$ cat config.mk
export PLATFORM = sky130hd
export DESIGN_NAME = tcdm_bank_arbiter
export DESIGN_NICKNAME = d
export VERILOG_FILES = /design/src/rtl/tcdm_bank_arbiter.sv
export SDC_FILE = /design/constraint.sdc
export NUM_CORES = 1
export LEC_CHECK = 0
export CAP_MARGIN = 15
export CORE_AREA = 2 2 213 215
export DETAILED_ROUTE_END_ITERATION = 16
export DIE_AREA = 0 0 215 217
export SYNTH_ARGS = -nofsm -noshare
export SYNTH_HDL_FRONTEND = slang
export SYNTH_SLANG_ARGS = --single-unit
$ cat constraint.sdc
create_clock -name clk_i -period 5.35 [get_ports clk_i]
set_input_delay 0.8025 -clock clk_i [delete_from_list [all_inputs] [get_ports clk_i]]
set_output_delay 0.8025 -clock clk_i [all_outputs]
set_load 0.01 [all_outputs]
$ cat src/rtl/tcdm_bank_arbiter.sv
// Per-bank TCDM arbiter: round-robin with starvation aging, stall lock and response routing.
// Optional statistics counters are enabled by defining TCDM_ARB_STATS_EN.
module tcdm_bank_arbiter #(
  parameter int NumIn         = 8,
  parameter int ReqDataWidth  = 49,
  parameter int RespDataWidth = 32,
  parameter int RespLat       = 1,
  parameter int WriteRespOn   = 1,
  parameter int StarveThresh  = 15
) (
  input  logic                                 clk_i,
  input  logic                                 rst_i,
  input  logic [NumIn-1:0]                     req_i,
  input  logic [NumIn-1:0]                     wen_i,
  input  logic [NumIn-1:0][ReqDataWidth-1:0]   wdata_i,
  output logic [NumIn-1:0]                     gnt_o,
  output logic [NumIn-1:0]                     vld_o,
  output logic [RespDataWidth-1:0]             rdata_o,
  output logic                                 req_o,
  input  logic                                 gnt_i,
  output logic [ReqDataWidth-1:0]              wdata_o,
  input  logic [RespDataWidth-1:0]             rdata_i
`ifdef TCDM_ARB_STATS_EN
  ,
  output logic [31:0]                          conflict_cnt_o,
  output logic [31:0]                          stall_cnt_o
`endif
);

  localparam int IdxW = $clog2(NumIn);
  localparam int CntW = $clog2(StarveThresh + 1);
  localparam logic [CntW-1:0] Thresh = CntW'(StarveThresh);
  localparam logic [IdxW:0]   NumInW = (IdxW+1)'(NumIn);

  logic [IdxW-1:0] rr_ptr_q, rr_ptr_d;
  logic            lock_q, lock_d;
  logic [IdxW-1:0] lock_idx_q, lock_idx_d;
  logic [CntW-1:0] wait_cnt_q [NumIn];
  logic [CntW-1:0] wait_cnt_d [NumIn];
  logic [RespLat-1:0] pv_q;
  logic [IdxW-1:0]    pidx_q [RespLat];

  logic [IdxW-1:0] win;
  logic [IdxW:0]   cand;
  logic            starve_hit;
  logic            hs;
  logic            push_v;

  assign req_o   = |req_i;
  assign hs      = req_o & gnt_i;
  assign wdata_o = wdata_i[win];
  assign rdata_o = rdata_i;
  assign gnt_o   = hs ? (NumIn'(1) << win) : '0;
  assign vld_o   = pv_q[RespLat-1] ? (NumIn'(1) << pidx_q[RespLat-1]) : '0;
  assign push_v  = hs & (~wen_i[win] | (WriteRespOn != 0));

  // Downward loops let the last hit stand: lowest starving index, nearest rr candidate.
  always_comb begin
    win        = '0;
    cand       = '0;
    starve_hit = 1'b0;
    if (lock_q && req_i[lock_idx_q]) begin
      win = lock_idx_q;
    end else begin
      for (int i = NumIn-1; i >= 0; i--) begin
        if (req_i[i] && (wait_cnt_q[i] >= Thresh)) begin
          win        = IdxW'(i);
          starve_hit = 1'b1;
        end
      end
      if (!starve_hit) begin
        for (int k = NumIn-1; k >= 0; k--) begin
          cand = {1'b0, rr_ptr_q} + (IdxW+1)'(k);
          if (cand >= NumInW) cand = cand - NumInW;
          if (req_i[cand[IdxW-1:0]]) win = cand[IdxW-1:0];
        end
      end
    end
  end

  always_comb begin
    rr_ptr_d   = rr_ptr_q;
    if (hs) rr_ptr_d = (win == IdxW'(NumIn-1)) ? '0 : win + IdxW'(1);
    // A stalled request re-locks onto whatever won this cycle; anything else releases.
    lock_d     = req_o & ~gnt_i;
    lock_idx_d = lock_d ? win : lock_idx_q;
    for (int i = 0; i < NumIn; i++) begin
      if (req_i[i] && !gnt_o[i])
        wait_cnt_d[i] = (wait_cnt_q[i] >= Thresh) ? Thresh : wait_cnt_q[i] + CntW'(1);
      else
        wait_cnt_d[i] = '0;
    end
  end

  always_ff @(posedge clk_i) begin
    if (rst_i) begin
      rr_ptr_q   <= '0;
      lock_q     <= 1'b0;
      lock_idx_q <= '0;
      pv_q       <= '0;
      for (int i = 0; i < NumIn; i++) wait_cnt_q[i] <= '0;
      for (int k = 0; k < RespLat; k++) pidx_q[k] <= '0;
    end else begin
      rr_ptr_q   <= rr_ptr_d;
      lock_q     <= lock_d;
      lock_idx_q <= lock_idx_d;
      for (int i = 0; i < NumIn; i++) wait_cnt_q[i] <= wait_cnt_d[i];
      pv_q[0]    <= push_v;
      pidx_q[0]  <= win;
      for (int k = 1; k < RespLat; k++) begin
        pv_q[k]   <= pv_q[k-1];
        pidx_q[k] <= pidx_q[k-1];
      end
    end
  end

`ifdef TCDM_ARB_STATS_EN
  always_ff @(posedge clk_i) begin
    if (rst_i) begin
      conflict_cnt_o <= '0;
      stall_cnt_o    <= '0;
    end else begin
      if ($countones(req_i) >= 2) conflict_cnt_o <= conflict_cnt_o + 32'd1;
      if (req_o && !gnt_i)        stall_cnt_o    <= stall_cnt_o + 32'd1;
    end
  end
`endif

endmodule
# Yosys cells after proc, flatten, opt, wreduce, memory -nomap -nowiden
# Memory sizes are Yosys's and may differ from the RTL's.
# Cells that the tools add are included.
# word_totals
ff_bits	8
ramBits	35
in_bits	443
output_inout_bits	98
elab_cells	200
n_memories	2
# memory_table
name	words	width	rd	rd_clocked_by_memory_dff	write_ports	line	source
wait_cnt_q	8	4	8	0	8	38	logic [CntW-1:0] wait_cnt_q [NumIn];
pidx_q	1	3	1	0	1	41	logic [IdxW-1:0] pidx_q [RespLat];
# op_classes
add_sub_neg	24
n_lt_le_gt_ge	26
eq_ne	1
n_shift	2
muxes	103
bitwise	11
n_reduce_logical	27
# ops
cell	n
49-bit binary-select mux with 3-bit select	1
3-bit two-way mux	44
4-bit two-way mux	24
4-bit >= comparator, second input constant	15
49-bit two-way mux	1
3-bit by 4-bit less-than comparator with 1-bit output, second input constant	10
4-bit by 1-bit adder with 4-bit output, second input constant	8
1-bit binary-select mux with 3-bit select	9
3-bit by 1-bit subtractor with 3-bit output, second input constant	8
1-bit two-way mux	22
1-bit logical AND	17
3-bit by 3-bit adder with 4-bit output, second input constant	4
8-bit two-way mux	2
1-bit by 3-bit left shift with 8-bit output, first input constant	2
3-bit by 2-bit adder with 4-bit output, second input constant	2
1-bit logical NOT	8
1-bit OR	8
8-bit OR reduction	1
3-bit by 1-bit adder with 4-bit output, second input constant	1
3-bit by 4-bit >= comparator with 1-bit output, second input constant	1
3-bit by 1-bit adder with 3-bit output, second input constant	1
3-bit equality test, second input constant	1
3-bit OR reduction	1
1-bit bitwise AND	2
1-bit NOT	1

# Logic depth before layout (Yosys ltp)
# An unclocked memory read counts as a cell.
# logic_depth
depth_word	32
ltp_mapped	20
ltp_nobuf	15

# Least setup slack after synthesis
# No wires, ideal clock.
# synth_path
path_kind	register -> output
start	reg rr_ptr_q[1]
end	out wdata_o[10]
arrival_ns	4.409
t_required_ns	4.548
slack_ns	0.139
stages_incl_launch_ff	19
n_path_buf	6
cell_sequence	dfxtp_1 > buf_1 > clkbuf_1 > inv_1 > ha_1 > buf_2 > mux2_2 > mux2_2 > a2111oi_0 > o31ai_1 > a31o_2 > and2_1 > buf_2 > inv_1 > or3_1 > clkbuf_1 > clkbuf_1 > o22ai_1 > nor4b_2
# synth_between
elab_chain_len	19
elab_cells_between_ends	75
cone_classes	add/sub: 15; order compare: 8; mux: 52
# synth_rtl
item	line	source
from (decl)	35	logic [IdxW-1:0] rr_ptr_q, rr_ptr_d;
from (signal assigned)	104	rr_ptr_q <= rr_ptr_d;
3-bit by 3-bit adder with 4-bit output	73	cand = {1'b0, rr_ptr_q} + (IdxW+1)'(k);
4-bit >= comparator or 3-bit by 1-bit subtractor with 3-bit output (tied branches)	74	if (cand >= NumInW) cand = cand - NumInW;
3-bit two-way mux	74	
3-bit two-way mux	71	if (!starve_hit) begin
3-bit two-way mux	62	if (lock_q && req_i[lock_idx_q]) begin
1-bit binary-select mux with 3-bit select	75	if (req_i[cand[IdxW-1:0]]) win = cand[IdxW-1:0];
1-bit two-way mux (implied by the code)	75	
3-bit two-way mux (7 in a row)	75	
3-bit two-way mux (*)	75	
3-bit two-way mux (*)	71	
3-bit two-way mux (*)	62	
49-bit binary-select mux with 3-bit select (*)	51	assign wdata_o = wdata_i[win];
49-bit two-way mux (implied by the code) (*)	51	
to (decl)	21	output logic [ReqDataWidth-1:0] wdata_o,
# Every way passes the cells marked *; elsewhere a longest branch is shown, timed or not. The select of a mux whose other input is x is not followed.

# Worst setup path in the final report
# layout_path
start	in req_i[2]
end	out wdata_o[48]
# layout_between
elab_chain_len	16
elab_cells_between_ends	39
cone_classes	mux: 37; reduce/logical: 2
# layout_rtl
item	line	source
from (decl)	13	input logic [NumIn-1:0] req_i,
1-bit logical AND	66	if (req_i[i] && (wait_cnt_q[i] >= Thresh)) begin
3-bit two-way mux (3 in a row)	66	
3-bit two-way mux (8 in a row)	75	
3-bit two-way mux	71	
3-bit two-way mux (*)	62	
49-bit binary-select mux with 3-bit select (*)	51	
49-bit two-way mux (implied by the code) (*)	51	
# Marks and branches as above.

==> metrics.json <==
{
  "critical_path": {
    "r2r_slack_ns": 0.75,
    "worstReg2RegStart": "rr_ptr_q[0]",
    "startpoint_type": "input pin",
    "critical_path.reg2reg.endpoint": "wait_cnt_q[1][15]",
    "setup.worst_path.end_class": "output port",
    "critical_path_peak_fanout": 51,
    "worst_ep_required_time_ns": 4.55,
    "critPathArrivalTime_ns": 4.47,
    "setup.worst_path.class": "in2out",
    "r2r_cells": 19
  },
  "hold_path": {
    "hp-class": "reg2reg",
    "holdCritStartpoint": "wait_cnt_q[0][0]",
    "number_of_cells_traversed_by_the_worst_hold_path": 1,
    "holdPathEnd": "wait_cnt_q[0][0]"
  },
  "placement": {
    "numPortBuffers": 468,
    "detailed_place_hpwl_um": 40800,
    "post_dp_cell_area_mm2": 0.0156,
    "place_congestion": 0.914,
    "pre_cts_ws_ns": -0.792
  },
  "cts": {
    "cts_made_buffers": 5,
    "cts-root-to-sink-buffers": 2,
    "tritoncts": "built",
    "cts.clk_slew.worst_paths_ns": 0.07,
    "worst_skew_pair.late_latency_ns": 0.30,
    "ctsRootBufferMaster": "sky130_fd_sc_hd__clkbuf_16",
    "hold_fix_buffers_at_cts": 0,
    "htree_levels": 2,
    "clock_sinks": 43
  },
  "power": {
    "powerDensity_mw_per_mm2": 800,
    "p_total_mw": 13.3,
    "leakage_nw": 6.54,
    "worst_ir_drop_vdd_mv": 0.476
  },
  "sta": {
    "maxSlewViolCount": 0,
    "final.setup.worst_slack_ns": 0.0736,
    "final-hold-violation-count": 0,
    "clock_skew_ns": 0.0116,
    "actual_slew_at_the_worst_max_slew_pin_ns": 0.816,
    "timing.fmax_mhz": 190,
    "max-slew-margin-rel_pct": 45.6,
    "report.final.setup_viol": 0,
    "finalCritPeriodShare_pct": 98.6,
    "rsz_0062_raised_after_global_routing": "yes",
    "final.min_clock_period_ns": 5.28
  },
  "route": {
    "routed_via_density": 5.64,
    "remaining_drc_errors": 0,
    "detailedRoute.firstPassIterationCount": 7,
    "routed_wire_length_per_instance_um": 23.4,
    "initialDrtViolationCount": 933,
    "postRouteWirelength_um": 54600,
    "dr_total_vias": 13200,
    "antenna_violating_nets_post_route": 0
  },
  "final_layout": {
    "most-common-layout-cells": "sky130_fd_sc_hd__clkdlybuf4s50_1 (407), sky130_fd_sc_hd__buf_4 (155), sky130_fd_sc_hd__nand2_1 (146)",
    "flow.area_growth_from_synthesis_pct": 78.9,
    "mostFrequentLayoutCell": "sky130_fd_sc_hd__clkdlybuf4s50_1",
    "design.final.nets": 2180,
    "layout_fillers": 4594,
    "drive_above_1_share_pct": 25.7,
    "ff_latch_area_um2": 861,
    "multiInputGateArea_mm2": 0.00816,
    "final_area_mm2": 0.0166,
    "post-route-util_pct": 37.1
  },
  "synth": {
    "postSynthNetCount": 1659,
    "synth-seq-area-share_pct": 9.29,
    "netlist-cell-type-count": 60,
    "async_flop_share_pct": 0,
    "ranking_of_synthesized_cells_by_area": "sky130_fd_sc_hd__mux2i_1 (12%), sky130_fd_sc_hd__dfxtp_1 (9.3%), sky130_fd_sc_hd__a221oi_1 (9.0%)",
    "syn_avg_cell_area_um2": 7.70,
    "post_synth_inst_count": 1204,
    "synth_edf_count": 0,
    "synth.yosys.warnings": 0,
    "post-synth-top-area-cell": "sky130_fd_sc_hd__mux2i_1",
    "ys_ff_latch": 43,
    "synth_top_cell_area_share_pct": 11.8,
    "synth_area_mm2": 0.00927,
    "ys_dominant_reg_cell": "sky130_fd_sc_hd__dfxtp_1"
  },
  "die": {
    "die_x_um": 215,
    "die_height_um": 217,
    "floorplan.io_pins": 541,
    "fp-row-count": 78,
    "initial_core_utilization_pct": 20.7,
    "dieArea_mm2": 0.0467,
    "placeableCoreArea_mm2": 0.0447
  },
  "grt": {
    "track_usage_pct": 21.6,
    "largest_net_degree_at_the_start_of_global_routing": 57,
    "grt_pass1_wl_um": 79100,
    "grt_antenna_before_repair": 8,
    "vias_in_the_first_global_route": 12900,
    "overall_overflow_remaining_after_global_route": 0
  },
  "status": {
    "result_of_the_run": "completed"
  },
  "job": {
    "drv_cap": 0
  }
}
==> area by class of cell <==
type / count / area share (%)
diodes: 9 / 0.136
clock buffers: 5 / 0.755
clock inverters: 3 / 0.143
inverters: 16 / 0.362
multi-input cells: 989 / 49.2
flip-flops and latches: 43 / 5.19
well taps: 600 / 4.53
repair buffers: 670 / 39.6
==> worst max-delay path by stage <==
stage / from / to / slack, ns / cells past startpoint
6_report: req_i[2] / wdata_o[48] / 0.07 / 15
5_1_grt: req_i[2] / wdata_o[8] / -0.05 / 16
4_1_cts: req_i[4] / wdata_o[48] / -0.04 / 17
3_5_place_dp: req_i[3] / wdata_o[48] / -0.79 / 17
3_3_place_gp: req_i[6] / wdata_o[48] / -0.82 / 16
2_1_floorplan: rr_ptr_q[1] / wdata_o[10] / 0.14 / 18
==> cell usage after synthesis (all sizes together), types with 43 or more instances <==
cell type	n
dfxtp	43
and3	44
clkbuf	80
a22o	43
mux2i	109
a221oi	95
o22ai	50
a221o	43
nor2	53
a21oi	67
o21ai	60
nand2	146
buf	76
mux2	61
nor4b	43
==> state kept, by name, indices dropped and copies added, names as in the netlist <==
signal / count
pidx_q: 3
wait_cnt_q: 32
lock_idx_q: 3
rr_ptr_q: 3
pv_q: 1
lock_q: 1
==> timing repair <==
item	in CTS	in global routing
gates resized for setup	106	144
gates cloned	2	4
pin swaps	10	23
buffers inserted	13	8
setup endpoints to repair	57	51
hold endpoints to repair	0	0
==> metrics by stage <==
| stage | hold slack [ns] | setup TNS, ns | std cells |
|---|---|---|---|
| 6_report | 0.488 | 0 | 2335 |
| 5_1_grt | 0.513 | -0.123 | 2334 |
| 4_1_cts | 0.488 | -0.170 | 2315 |
| 3_5_place_dp | 0.473 | -23.79 | 2292 |
| 3_3_place_gp | 0.460 | -21.49 | 2292 |
| 2_1_floorplan | 0.450 | 0 | 1204 |
==> worst max-delay path: stages <==
cell                            delay (ns)
sky130_fd_sc_hd__dlygate4sd2_1        0.24
sky130_fd_sc_hd__buf_6                0.13
sky130_fd_sc_hd__mux4_2               0.49
sky130_fd_sc_hd__mux2_4               0.27
sky130_fd_sc_hd__or3_4                0.33
sky130_fd_sc_hd__a2bb2oi_2            0.17
sky130_fd_sc_hd__a211oi_2             0.07
sky130_fd_sc_hd__nor4_4               0.47
sky130_fd_sc_hd__buf_4                0.23
sky130_fd_sc_hd__buf_16               0.26
sky130_fd_sc_hd__a221oi_2             0.13
sky130_fd_sc_hd__o21ai_0              0.14
sky130_fd_sc_hd__nor4b_4              0.32
sky130_fd_sc_hd__buf_4                0.19
sky130_fd_sc_hd__buf_12               0.10
==> power by group <==
group / switching [mW] / total [mW] / internal [mW] / leakage (nW)
clock: 0.156 / 0.331 / 0.175 / 0.0665
combinational: 6.34 / 12.5 / 6.19 / 6.12
sequential: 0.0391 / 0.399 / 0.360 / 0.351
==> layer usage <==
metal  up-vias  GRT usage [%]  part of all wire, %
met5         -              0                    0
met4         0           9.20                  4.5
met3       125           3.12                  8.0
met2       840           36.9                   47
met1      6346           27.2                   40
li1       5853              -                    -
==> cells by family after synthesis <==
family | share of synthesized area (%)
DFF | 9.29
AOI/OAI and AO/OA | 32.4
muxes | 23.6
and+or+nand+nor | 24.0
xor gates and xnor gates | 0.378
adders and majority gates | 1.62
buffers and inverters | 8.83
Power figures use the tool's default switching activity.
